**src/rtl/arith_sweep_ctrl.sv**
```systemverilog
// Sequential initiator for the combinational arithmetic unit: latches an operand
// pair, sweeps every opcode, and queues tagged results in a show-ahead FIFO.
module arith_sweep_ctrl #(
  parameter int DATA_W     = 16,
  parameter int RES_W      = 32,
  parameter int NUM_OPS    = 8,
  parameter int SETTLE     = 1,
  parameter int FIFO_DEPTH = 4
) (
  input  logic              clk,
  input  logic              rst_n,
  input  logic              start_valid,
  output logic              start_ready,
  input  logic [DATA_W-1:0] start_a,
  input  logic [DATA_W-1:0] start_b,
  output logic [DATA_W-1:0] au_a,
  output logic [DATA_W-1:0] au_b,
  output logic [2:0]        au_opcode,
  input  logic [RES_W-1:0]  au_result,
  output logic              res_valid,
  input  logic              res_ready,
  output logic [RES_W-1:0]  res_data,
  output logic [2:0]        res_opcode,
  output logic              res_last,
  output logic              busy,
  output logic              done
);

  localparam int CNT_W = (SETTLE > 1) ? $clog2(SETTLE) : 1;
  localparam int AW    = $clog2(FIFO_DEPTH);
  localparam int EW    = RES_W + 4;

  typedef enum logic {IDLE, DRIVE} state_t;

  state_t            state, state_nxt;
  logic [CNT_W-1:0]  cnt, cnt_nxt;
  logic [2:0]        op_nxt;
  logic [DATA_W-1:0] a_nxt, b_nxt;
  logic              done_nxt;
  logic              push, pop, full, accept, last;

  logic [EW-1:0]     mem [FIFO_DEPTH];
  logic [AW-1:0]     wr_ptr, rd_ptr;
  logic [AW:0]       count;

  assign full        = (count == (AW+1)'(FIFO_DEPTH));
  assign res_valid   = (count != '0);
  assign pop         = res_valid && res_ready;
  assign last        = (au_opcode == 3'(NUM_OPS - 1));
  // Gated by rst_n so the handshake reads 0 while reset is held.
  assign start_ready = (state == IDLE) && rst_n;
  assign busy        = (state == DRIVE);
  assign accept      = start_valid && start_ready;

  always_ff @(posedge clk or negedge rst_n) begin
    if (!rst_n) begin
      state     <= IDLE;
      cnt       <= '0;
      au_opcode <= '0;
      au_a      <= '0;
      au_b      <= '0;
      done      <= 1'b0;
    end else begin
      state     <= state_nxt;
      cnt       <= cnt_nxt;
      au_opcode <= op_nxt;
      au_a      <= a_nxt;
      au_b      <= b_nxt;
      done      <= done_nxt;
    end
  end

  always_comb begin
    state_nxt = state;
    cnt_nxt   = cnt;
    op_nxt    = au_opcode;
    a_nxt     = au_a;
    b_nxt     = au_b;
    done_nxt  = 1'b0;
    push      = 1'b0;
    case (state)
      IDLE: begin
        op_nxt = '0;
        if (accept) begin
          a_nxt     = start_a;
          b_nxt     = start_b;
          cnt_nxt   = '0;
          state_nxt = DRIVE;
        end
      end
      DRIVE: begin
        if (cnt != CNT_W'(SETTLE - 1)) begin
          cnt_nxt = cnt + 1'b1;
        end else if (!full || pop) begin
          // A pop in the same cycle frees a slot even when full.
          push    = 1'b1;
          cnt_nxt = '0;
          if (last) begin
            done_nxt  = 1'b1;
            op_nxt    = '0;
            state_nxt = IDLE;
          end else begin
            op_nxt = au_opcode + 1'b1;
          end
        end
      end
      default: state_nxt = IDLE;
    endcase
  end

  always_ff @(posedge clk) begin
    if (push) mem[wr_ptr] <= {last, au_opcode, au_result};
  end

  always_ff @(posedge clk or negedge rst_n) begin
    if (!rst_n) begin
      wr_ptr <= '0;
      rd_ptr <= '0;
      count  <= '0;
    end else begin
      if (push) wr_ptr <= wr_ptr + 1'b1;
      if (pop)  rd_ptr <= rd_ptr + 1'b1;
      case ({push, pop})
        2'b10:   count <= count + 1'b1;
        2'b01:   count <= count - 1'b1;
        default: ;
      endcase
    end
  end

  assign {res_last, res_opcode, res_data} = res_valid ? mem[rd_ptr] : '0;

endmodule

```
**config.mk**
```make
export PLATFORM = sky130hd
export DESIGN_NAME = arith_sweep_ctrl
export DESIGN_NICKNAME = d
export VERILOG_FILES = /design/src/rtl/arith_sweep_ctrl.sv
export SDC_FILE = /design/constraint.sdc
export NUM_CORES = 1
export LEC_CHECK = 0
export ABC_AREA = 1
export CAP_MARGIN = 20
export CORE_MARGIN = 4
export CORE_UTILIZATION = 40
export CTS_CLUSTER_SIZE = 25
export DETAILED_ROUTE_END_ITERATION = 6
export MAX_ROUTING_LAYER = met4
export PLACE_DENSITY = 0.67
export SLEW_MARGIN = 10
export SYNTH_ARGS = -nofsm -noshare
export SYNTH_HDL_FRONTEND = slang
export SYNTH_SLANG_ARGS = --single-unit
```
**constraint.sdc**
```tcl
create_clock -name clk -period 2.85 [get_ports clk]
set_clock_uncertainty 0.15 [all_clocks]
set_input_delay 0.57 -clock clk [delete_from_list [all_inputs] [get_ports clk]]
set_output_delay 0.57 -clock clk [all_outputs]
set_load 0.01 [all_outputs]
```
# Word-level counts from Yosys, hierarchy flattened
# Memories as Yosys holds them, arrays and structs flattened.
# Cells that the tools add are included.
# word_totals
reg_bits	45
ramBits	144
word_cells	56
n_memories	1
# classes
addsub	6
n_eq_ne	7
mux	23
bitwise_logic	1
n_reduce_logical	9
# mem_list
memory	depth	width	rd	rd_ports_with_merged_regs	write_ports	line_no	text
mem	4	36	1	0	1	42	logic [EW-1:0] mem [FIFO_DEPTH];
# op_table
cell	count
36-bit 2-to-1 mux	1
1-bit 2-to-1 mux	15
3-bit one-hot mux with 2 select lines	2
3-bit 2-to-1 mux	3
3-bit by 1-bit adder with 3-bit output (second input constant)	2
3-bit == test (second input constant)	2
2-bit by 1-bit adder with 2-bit output (second input constant)	2
2-bit != test (second input constant)	2
1-bit one-hot mux with 2 select lines	2
2-bit AND reduction	2
1-bit logical AND	3
3-bit nonzero test	1
3-bit by 1-bit subtractor with 3-bit output (second input constant)	1
2-bit by 1-bit == test with 1-bit output (second input constant)	1
2-bit == test (second input constant)	1
2-bit by 1-bit != test with 1-bit output (second input constant)	1
2-bit nonzero test	1
1-bit adder (second input constant)	1
1-bit logical NOT	1
1-bit logical OR	1
1-bit NOT	1

# Logic depth before layout (Yosys ltp)
# Gate-level depths: netlist of run 1.
# logic_depth
word_depth	8
mapped_depth	11
depth_no_buf	11

# Worst setup path before layout of run 1
# Ideal clock, no wire load.
# synth_timing
path_kind	in2reg
startpoint	input res_ready
endpoint	memory mem[0][0] (netlist bit) (enable)
setup_time_ns	0.429
t_arrival_ns	2.502
slack_ns	-0.231
path_stages	4
n_path_buf	0
path_cell_list	nor2_1 -> nand2_1 -> nand2_1 -> nor2_1
# synth_via
elab_chain_len	7
# synth_lines
element	line_no	text
start: declaration	21	input logic res_ready,
1-bit logical AND	48	assign pop = res_valid && res_ready;
1-bit logical OR	94	end else if (!full || pop) begin
1-bit 2-to-1 mux	94	
1-bit 2-to-1 mux	92	if (cnt != CNT_W'(SETTLE - 1)) begin
1-bit 2-to-1 mux	81	case (state)
1-bit 2-to-1 mux	112	if (push) mem[wr_ptr] <= {last, au_opcode, au_result};
1-bit 2-to-1 mux (not written as such)	112	
end: declaration	42	
# No other way between the ends.

# Final worst setup path of run 1
# layout_timing
startpoint	register rd_ptr[0]
endpoint	output res_data[18]
# layout_via
elab_chain_len	2
# layout_lines
element	line_no	text
start: declaration	43	logic [AW-1:0] wr_ptr, rd_ptr;
start signal: assignment	122	if (pop) rd_ptr <= rd_ptr + 1'b1;
memory 4 x 36 bit	n/a	
36-bit 2-to-1 mux	131	assign {res_last, res_opcode, res_data} = res_valid ? mem[rd_ptr] : '0;
end: declaration	22	output logic [RES_W-1:0] res_data,
# No other way between the ends.

==> impl_metrics.py, run 1 <==
metrics = {
    "outcome": {
        "status": "finished clean",
    },
    "sta": {
        "final-setup-viol-count": 0,
        "finalHoldViolCount": 0,
        "max_freq_mhz": 360,
        "maxSlewViolCount": 0,
        "tightestPinTransition_ns": 0.562,
        "period_share": 0.976,
        "fin_crit_ns": 2.78,
        "setup_ws_ns": 0.0689,
        "slew_headroom": 0.625,
        "rsz0062_at_grt": "no",
        "whs_ns": 0.104,
    },
    "logic_synthesis": {
        "synth_compound_area_frac": 0.0738,
        "synthXorXnorAreaFrac": 0.00465,
        "synth.area.top_cells": "edfxtp_1 57%, dfrtp_1 15%, nor2_1 7.8%, mux2_4 5.8%, o21ai_0 4.2%",
        "synth_nets": 645,
        "yosysWarnings": 0,
        "synth_top_family_by_area": "simple AND/OR/NAND/NOR gates",
        "synthSimpleGateAreaFrac": 0.0950,
        "synth_top_area_share": 0.574,
        "synth_largest_area_cell": "edfxtp_1",
        "synth_most_common_cell": "nor2_1",
        "muxShareOfSynthArea": 0.0623,
        "netlist_area_mm2": 0.00753,
        "synth_adder_area_share": 0.0126,
        "avgSynthCellArea_um2": 13.2,
        "ys_seq_area_frac": 0.721,
        "synth_cell_types": 23,
        "synth_edf_count": 144,
        "synth.cells.most_frequent": "156 x nor2_1, 144 x edfxtp_1, 63 x o21ai_0",
        "ys_ff_latch": 188,
        "synth_cells": 570,
        "async_flop_share": 0.234,
        "synth_ff_type": "edfxtp_1",
    },
    "worst_setup_path": {
        "worstSetupPathType": "reg2out",
        "crit_chain": "clkinv_4 -> buf_4 -> o21ai_0 -> a21oi_1 -> clkdlybuf4s50_1",
        "path_max_fanout": 11,
        "cp.arrival_ns": 2.06,
        "critPathSlowestCell": "clkdlybuf4s50_1",
        "rr_endpoint": "count[2]",
        "start_kind": "flop",
        "worstSetupEndpointType": "output pin",
        "max_stage_delay_ns": 0.55,
        "r2r_start": "busy",
        "rrSetupSlack_ns": 0.86,
        "crit_required_ns": 2.13,
        "reg2reg_depth": 9,
    },
    "clocking": {
        "cts_sinks": 188,
        "cts_buffers": 17,
        "clkTransAtPathRegs_ns": 0.07,
        "cts.hold.buffers_added": 0,
        "insertion_delay_ns": 0.42,
        "cts_tree": "done",
        "clock_path_buffers": 2,
        "htree_levels": 4,
        "cts-root-buf": "clkbuf_16",
    },
    "final_layout": {
        "n_antenna_cell": 0,
        "fin_nets": 805,
        "drive_above_1_share": 0.139,
        "regArea_mm2": 0.00543,
        "n_fill_cell": 1456,
        "area_growth_pct": 34.9,
        "multi_input_area_mm2": 0.00191,
    },
    "place": {
        "place.gp.congestion": 0.751,
        "port_buffers": 142,
        "post-place-ws_ns": 0.302,
        "hpwl_um": 11200,
    },
    "global_routing": {
        "met3_usage": 0.0408,
        "antenna_found_initial": 0,
        "grt_max_degree": 45,
        "grt_use_met1": 0.201,
        "overflow": 0,
        "grt_pass1_wl_um": 26500,
        "use_met2": 0.268,
        "track_usage": 0.162,
        "grt_pass1_vias": 5140,
        "grt-busiest-layer": "met2",
    },
    "floorplan": {
        "chipHeight_um": 145,
        "pin_count": 143,
        "die_area_mm2": 0.0211,
        "die-width_um": 145,
        "start_util": 0.414,
        "core_area_mm2": 0.0182,
        "rows": 49,
    },
    "detailed_routing": {
        "drtIter0Drc": 266,
        "vias_per_cell": 4.95,
        "detail-route-antenna-nets": 0,
        "routedWlPerCell_um": 17.4,
        "drc": 0,
        "vias": 4812,
        "dr.pass1.iters": 4,
        "drt-total-wl_um": 16900,
    },
    "power_and_ir_drop": {
        "ir_drop_v": 0.000520,
        "leakage_nw": 4.13,
        "power_density_mw_per_mm2": 1200,
    },
    "min_path": {
        "hp-class": "in2async",
    },
    "job": {
        "maxCapViolations": 0,
    },
}
final cells by class:
type,instances,share of cell area
timing repair buffer,170,0.179
sequential,188,0.534
clock buffer,17,0.0419
multi-input combinational,336,0.188
clock inverter,15,0.0216
tap,229,0.0282
inverter,17,0.00702
cells by family after synthesis:
logic type      after synthesis
flops                       188
simple gates                182
compound gates              111
buf+inv                      46
mux                          32
fa+ha+maj                     7
xor+xnor                      4
worst max-delay path, delay by kind of cell, from the launching register on:
family / cells / cell delay (ns)
buf+inv: 3 / 0.87
flops: 1 / 0.50
compound gates: 2 / 0.26
metrics by stage:
stage | instances | util | cell area [um2] | power [mW] | setup TNS, ns
2_1_floorplan | 570 | - | 7530 | 7.09 | -33.30
3_3_place_gp | 936 | 0.513 | 9350 | 9.61 | 0
3_5_place_dp | 936 | 0.513 | 9350 | 9.72 | 0
4_1_cts | 968 | 0.549 | 10000 | 12.3 | 0
5_1_grt | 972 | 0.558 | 10200 | 13.0 | 0
6_report | 972 | 0.558 | 10200 | 12.2 | 0
worst max path at each step:
stage | start | to | slack (ns) | cells after the start
after floorplan | res_ready | mem[0][0] | -0.23 | 4
after global placement | res_ready | mem[2][17] | 0.36 | 6
after detailed placement | res_ready | mem[2][17] | 0.30 | 6
after CTS | rd_ptr[1] | res_data[20] | 0.00003 | 6
after global routing | rd_ptr[0] | res_data[18] | 0.0004 | 6
final | rd_ptr[0] | res_data[18] | 0.07 | 5
per-layer routing:
layer / vias up / share of wire
li1: 2307 / -
met1: 2323 / 0.44
met2: 162 / 0.49
met3: 20 / 0.057
met4: 0 / 0.014
met5: - / 0
registers in the layout, summed over array words and instances (netlist names):
register,count
mem,144
au_a,16
au_b,16
au_opcode,3
count,3
rd_ptr,2
wr_ptr,2
busy,1
done,1
cell usage in the layout, fill, tap and decap left out, drive strengths merged:
cell | netlist | routed
nor2 | 157 | 157
edfxtp | 144 | 144
clkdlybuf4s50 | 0 | 107
o21ai | 73 | 73
dfrtp | 44 | 44
a21oi | 38 | 38
mux2 | 32 | 32
buf | 21 | 27
dlymetal6s2s | 0 | 23
clkbuf | 8 | 19
nand2 | 18 | 18
inv | 16 | 18
dlygate4sd2 | 0 | 11
nand3 | 7 | 7
clkinv | 1 | 7
ha | 6 | 6
bufinv | 0 | 5
xor2 | 3 | 3
clkinvlp | 0 | 2
xnor2 | 1 | 1
fa | 1 | 1
power breakdown:
part / switching (mW) / total (mW) / internal [mW]
Combinational: 2.66 / 5.12 / 2.46
Clock: 0.999 / 2.56 / 1.56
Sequential: 0.416 / 4.51 / 4.09
repair_timing:
item	in CTS	in global routing
setup buffers	0	2
cloned	0	2
pin swaps	2	0
endpoints found under the setup margin	32	25
resized for setup	18	29
No activity file was read; power rests on OpenSTA's default activity.
==> inputs of run 2 (changes only) <==
CTS_BUF_LIST = sky130_fd_sc_hd__clkbuf_4 sky130_fd_sc_hd__clkbuf_8   (was default)
HOLD_SLACK_MARGIN = 0.15   (was default)
SKIP_LAST_GASP = 1   (was default)
==> run 2 against run 1 <==
Core utilization decreased by 0.82 points. Critical endpoint is now res_data[5]. Critical path depth increased by 1. Wire length up 0.28%. Sequential power hardly changed. Largest power group unchanged. Highest routed layer unchanged. Global-route usage up 0.090 points.
==> impl_metrics.py, run 2 (synthesis results as in run 1) <==
metrics = {
    "worst_setup_path": {
        "crit_family": "buffers and inverters",
        "crit_chain": "buf_4 -> buf_4 -> nor2_1 -> o21ai_0 -> a21oi_2 -> clkdlybuf4s50_1",
        "critPathBufInv": 3,
        "crit_required_ns": 2.13,
        "crit_top_cell": "buf_4",
        "critPathSlowestCell": "clkdlybuf4s50_1",
        "max_stage_delay_ns": 0.56,
        "path_max_fanout": 11,
        "cp.arrival_ns": 2.13,
        "start_kind": "flop",
        "worstSetupPathType": "reg2out",
        "worstSetupEndpointType": "output pin",
    },
    "final_layout": {
        "fin_nets": 810,
        "final_cell_count_no_fill": 977,
        "largest_reg_flops": 144,
        "top_regs": "mem (144), au_a (16), au_b (16)",
        "final_core_util": 0.550,
        "area_growth_pct": 32.9,
        "n_antenna_cell": 0,
        "final_area_mm2": 0.0100,
        "final_common_cell": "nor2_1",
        "largest-register": "mem",
        "layout_common_cells": "151 x nor2_1, 144 x edfxtp_1, 113 x clkdlybuf4s50_1, 63 x o21ai_0, 43 x dfrtp_1",
        "drive_above_1_share": 0.144,
    },
    "power_and_ir_drop": {
        "total_power_mw": 11.7,
        "leakage_nw": 3.99,
        "power_density_mw_per_mm2": 1170,
        "ir_drop_v": 0.000513,
    },
    "detailed_routing": {
        "detail-route-antenna-nets": 0,
        "vias": 4844,
        "vias_per_cell": 4.96,
        "drtIter0Drc": 250,
        "drc": 0,
        "routedWlPerCell_um": 17.4,
        "dr.pass1.iters": 4,
        "drt-total-wl_um": 17000,
    },
    "sta": {
        "final-setup-viol-count": 0,
        "finalSetupTns_ns": 0,
        "setup_ws_ns": 0.000110,
        "finalHoldViolCount": 0,
        "fin_crit_ns": 2.85,
        "rsz0062_at_grt": "yes",
        "tightestPinTransition_ns": 0.567,
        "period_share": 1.00,
        "maxSlewViolCount": 0,
        "slew_headroom": 0.621,
        "whs_ns": 0.370,
        "max_freq_mhz": 351,
    },
    "floorplan": {
        "rows": 49,
        "die-width_um": 145,
        "core_area_mm2": 0.0182,
        "pin_count": 143,
        "chipHeight_um": 145,
        "start_util": 0.414,
        "die_area_mm2": 0.0211,
    },
    "global_routing": {
        "grt_pass1_wl_um": 26500,
        "overflow": 0,
        "antenna_found_initial": 0,
        "grt_max_degree": 45,
        "track_usage": 0.163,
        "grt_pass1_vias": 5180,
    },
    "job": {
        "maxCapViolations": 0,
    },
    "clocking": {
        "insertion_delay_ns": 0.46,
        "cts_tree": "done",
        "cts-root-buf": "clkbuf_8",
        "clock_path_buffers": 2,
        "cts_sinks": 188,
        "cts_buffers": 17,
        "clkTransAtPathRegs_ns": 0.09,
        "htree_levels": 4,
    },
    "place": {
        "post-place-ws_ns": 0.302,
        "place.gp.congestion": 0.751,
        "hpwl_um": 11200,
        "place_area_mm2": 0.00935,
        "place_inst": 936,
        "port_buffers": 142,
    },
    "min_path": {
        "hp-class": "reg2reg",
    },
    "outcome": {
        "status": "finished clean",
    },
}
run 2: cell types whose count changed in the layout (fill, tap and decap cells not counted):
cell | previous run | this run
a21oi_1 | 38 | 37
a21oi_2 | 0 | 1
buf_4 | 15 | 16
buf_6 | 2 | 5
buf_8 | 1 | 0
clkbuf_16 | 19 | 3
clkbuf_8 | 0 | 17
clkdlybuf4s50_1 | 107 | 113
clkinv_4 | 2 | 1
dlygate4sd2_1 | 11 | 13
dlygate4sd3_1 | 0 | 1
dlymetal6s2s_1 | 23 | 15
inv_6 | 3 | 4
run 2: cell type report:
class / instances / area, um2
inverter: 17 / 71.3
sequential: 188 / 5430
clock inverter: 15 / 219
fill: 1470 / 8200
timing repair buffer: 175 / 1860
tap: 229 / 287
multi-input combinational: 336 / 1910
clock buffer: 17 / 234
run 2: path summary, 6_finish.rpt:
path / to / cells past startpoint / slack (ns) / from
worst min-delay path: au_b[3] / 1 / 0.37 / au_b[3]
max in group asynchronous: rd_ptr[0] / 3 / 1.52 / rst_n
min in group asynchronous: au_a[12] / 3 / 0.61 / rst_n
worst min register to register: au_b[3] / 1 / 0.37 / au_b[3]
worst max-delay path: res_data[5] / 6 / 0.0001 / rd_ptr[1]
worst max register to register: mem[2][12] / 3 / 0.89 / busy
run 2: report_power, final:
| group | total [mW] | internal, mW | switching, mW |
|---|---|---|---|
| registers | 4.49 | 4.08 | 0.409 |
| clock network | 1.97 | 1.04 | 0.929 |
| logic | 5.22 | 2.54 | 2.69 |
run 2: repair_timing:
item | 4_1_cts | 5_1_grt
hold buffers | 1 | 0
endpoints found under the hold margin | 44 | 0
pin swaps | 2 | 0
buffers inserted | 0 | 4
setup endpoints to repair | 36 | 23
resized for setup | 22 | 19
gates cloned | 0 | 4
run 2: per-layer routing:
| metal | global-route usage | vias to the layer above | part of all wire |
|---|---|---|---|
| li1 | - | 2318 | - |
| met1 | 0.199 | 2330 | 0.43 |
| met3 | 0.0474 | 16 | 0.070 |
| met4 | 0.0480 | 0 | 0.012 |
| met5 | - | - | 0 |
| met2 | 0.265 | 180 | 0.49 |
run 2: worst register-to-register path, delay by kind of cell, from the launching register on:
| kind | cells | cell delay [ns] |
|---|---|---|
| buffers and inverters | 1 | 0.23 |
| DFF | 1 | 0.61 |
| and+or+nand+nor | 2 | 0.66 |
==> inputs of run 3 (changes only) <==
ABC_AREA = default   (was 1)
==> run 3 against run 2 <==
Largest cell class unchanged. Total power down 4.6%. Critical path type unchanged. Wire length down 14%. Combinational power down 6.7%.
==> impl_metrics.py, run 3 <==
metrics = {
    "sta": {
        "whs_ns": 0.360,
        "finalHoldViolCount": 0,
        "period_share": 0.997,
        "slew_headroom": 0.620,
        "rsz0062_at_grt": "yes",
        "maxSlewViolCount": 0,
        "final-setup-viol-count": 0,
        "fin_crit_ns": 2.84,
        "setup_ws_ns": 0.00883,
        "finalSetupTns_ns": 0,
        "max_freq_mhz": 352,
        "tightestPinTransition_ns": 0.569,
    },
    "detailed_routing": {
        "maxUsedRoutingLayer": "met4",
        "wl_met3_um": 1010,
        "vias": 3937,
        "routedWlPerCell_um": 18.5,
        "wirelength_met1_um": 6320,
        "dr.pass1.iters": 4,
        "drc": 0,
        "detail-route-antenna-nets": 0,
        "drtIter0Drc": 176,
        "vias_per_cell": 4.98,
        "route.met2.wl_um": 7120,
        "drt-total-wl_um": 14600,
    },
    "logic_synthesis": {
        "synth.cells.most_frequent": "144 x edfxtp_1, 44 x dfrtp_1, 40 x and2_1",
        "yosysWarnings": 0,
        "synth_edf_count": 144,
        "async_flop_share": 0.234,
        "synth_cells": 368,
        "synth_most_common_cell": "edfxtp_1",
        "ys_ff_latch": 188,
        "synth_ff_type": "edfxtp_1",
        "netlist_area_mm2": 0.00738,
        "avgSynthCellArea_um2": 20.0,
        "synth_largest_area_cell": "edfxtp_1",
        "ys_seq_area_frac": 0.735,
        "synth.area.top_cells": "edfxtp_1 59%, dfrtp_1 15%, mux4_2 11%, mux2_2 4.9%, and2_1 3.4%",
        "synth_nets": 443,
        "synth_cell_types": 36,
        "synth_top_area_share": 0.586,
    },
    "power_and_ir_drop": {
        "p_clk_frac": 0.163,
        "p_comb_frac": 0.437,
        "switching_share": 0.306,
        "power_density_mw_per_mm2": 1140,
        "power.switching_mw": 3.41,
        "p_int_mw": 7.74,
        "power_frac_seq": 0.400,
        "leakage_nw": 3.56,
        "ir_drop_v": 0.000568,
        "total_power_mw": 11.2,
    },
    "min_path": {
        "hp-class": "reg2reg",
        "hold-path-cell-count": 1,
        "hold_start": "au_b[0]",
        "hold_path_end": "au_b[0]",
    },
    "job": {
        "maxCapViolations": 0,
    },
    "global_routing": {
        "track_usage": 0.156,
        "overflow": 0,
        "grt_pass1_wl_um": 23500,
        "grt_pass1_vias": 4363,
        "grt_max_degree": 45,
        "antenna_found_initial": 0,
    },
    "place": {
        "post-place-ws_ns": 0.196,
        "place_area_mm2": 0.00919,
        "port_buffers": 142,
        "place_inst": 739,
        "place.gp.congestion": 0.689,
        "hpwl_um": 9180,
    },
    "worst_setup_path": {
        "reg2reg_depth": 7,
        "cp.arrival_ns": 2.12,
        "crit_required_ns": 2.13,
        "worstSetupEndpointType": "output pin",
        "rr_endpoint": "count[1]",
        "start_kind": "flop",
        "worstSetupPathType": "reg2out",
        "rrSetupSlack_ns": 0.55,
        "crit_family": "buffers and inverters",
        "crit_chain": "buf_6 -> buf_6 -> buf_16 -> buf_4 -> mux4_2 -> and2_4 -> buf_6",
        "crit_top_cell": "buf_6",
        "r2r_start": "count[2]",
        "max_stage_delay_ns": 0.45,
        "critPathSlowestCell": "dfrtp_2",
        "critPathBufInv": 5,
        "path_max_fanout": 6,
    },
    "final_layout": {
        "final_cell_count_no_fill": 790,
        "area_growth_pct": 32.2,
        "top_regs": "mem (144), au_a (16), au_b (16)",
        "final_common_cell": "edfxtp_1",
        "largest_reg_flops": 144,
        "final_area_mm2": 0.00975,
        "largest-register": "mem",
        "drive_above_1_share": 0.317,
        "layout_common_cells": "144 x edfxtp_1, 105 x clkdlybuf4s50_1, 41 x dfrtp_1, 36 x mux4_2, 32 x mux2_2",
        "final_core_util": 0.541,
        "fin_nets": 623,
        "n_antenna_cell": 0,
    },
    "clocking": {
        "cts-root-buf": "clkbuf_8",
        "insertion_delay_ns": 0.44,
        "htree_levels": 4,
        "clock_path_buffers": 2,
        "cts_tree": "done",
        "cts_sinks": 188,
        "cts_buffers": 17,
        "clkTransAtPathRegs_ns": 0.08,
    },
    "floorplan": {
        "die_area_mm2": 0.0207,
        "die-width_um": 144,
        "pin_count": 143,
        "start_util": 0.409,
        "rows": 49,
        "chipHeight_um": 144,
        "core_area_mm2": 0.0180,
    },
    "outcome": {
        "status": "finished clean",
    },
}
[run 3: area by class of cell]
cell class,count,area [um2]
timing repair buffer,180,1760
clock buffer,20,256
clock inverter,12,164
inverter,5,18.8
multi-input combinational,156,1840
fill,1460,8270
tap,229,287
sequential,188,5430
[run 3: power by group through the flow]
stage | Clock (mW) | Combinational, mW | Sequential, mW
after floorplan | 0 | 2.45 | 4.55
after global placement | 0 | 4.83 | 4.45
after detailed placement | 0 | 4.88 | 4.53
after CTS | 1.89 | 4.94 | 4.48
after global routing | 2.02 | 5.30 | 4.56
final | 1.82 | 4.87 | 4.46
[run 3: what timing repair did]
| action | 4_1_cts | 5_1_grt |
|---|---|---|
| buffers inserted | 14 | 2 |
| hold endpoints to repair | 44 | 0 |
| resized for setup | 98 | 28 |
| pin swaps | 1 | 0 |
| setup endpoints to repair | 37 | 24 |
| hold buffers | 1 | 0 |
| gates cloned | 4 | 0 |
[run 3: worst max-delay path by stage]
stage          startpoint      endpoint  slack, ns  depth (start not counted)
2_1_floorplan    count[0]      count[1]       0.52                          9
3_3_place_gp    res_ready      count[1]       0.26                          7
3_5_place_dp    res_ready      count[1]       0.20                          7
4_1_cts         rd_ptr[0]  res_data[13]      -0.10                          6
5_1_grt         rd_ptr[0]  res_data[22]      -0.09                          7
6_report        rd_ptr[0]  res_data[22]      0.009                          7
[run 3: cells by family after synthesis]
logic type / Yosys count / synth area share
AOI/OAI and AO/OA: 12 / 0.0117
DFF: 188 / 0.735
muxes: 71 / 0.163
buffers and inverters: 24 / 0.0183
and+or+nand+nor: 61 / 0.0524
xor gates and xnor gates: 5 / 0.00594
adders and majority gates: 7 / 0.0129
[run 3: metal layers]
metal / up-vias / global-route usage
met4: 0 / 0.0491
li1: 1788 / -
met3: 17 / 0.0443
met2: 138 / 0.244
met5: - / -
met1: 1994 / 0.200
[run 3: worst register-to-register path: cells and delay by family, from the launching register on]
kind,cells,cell delay (ns)
flops,1,0.46
simple gates,3,0.64
compound gates,3,0.54
fa+ha+maj,1,0.42
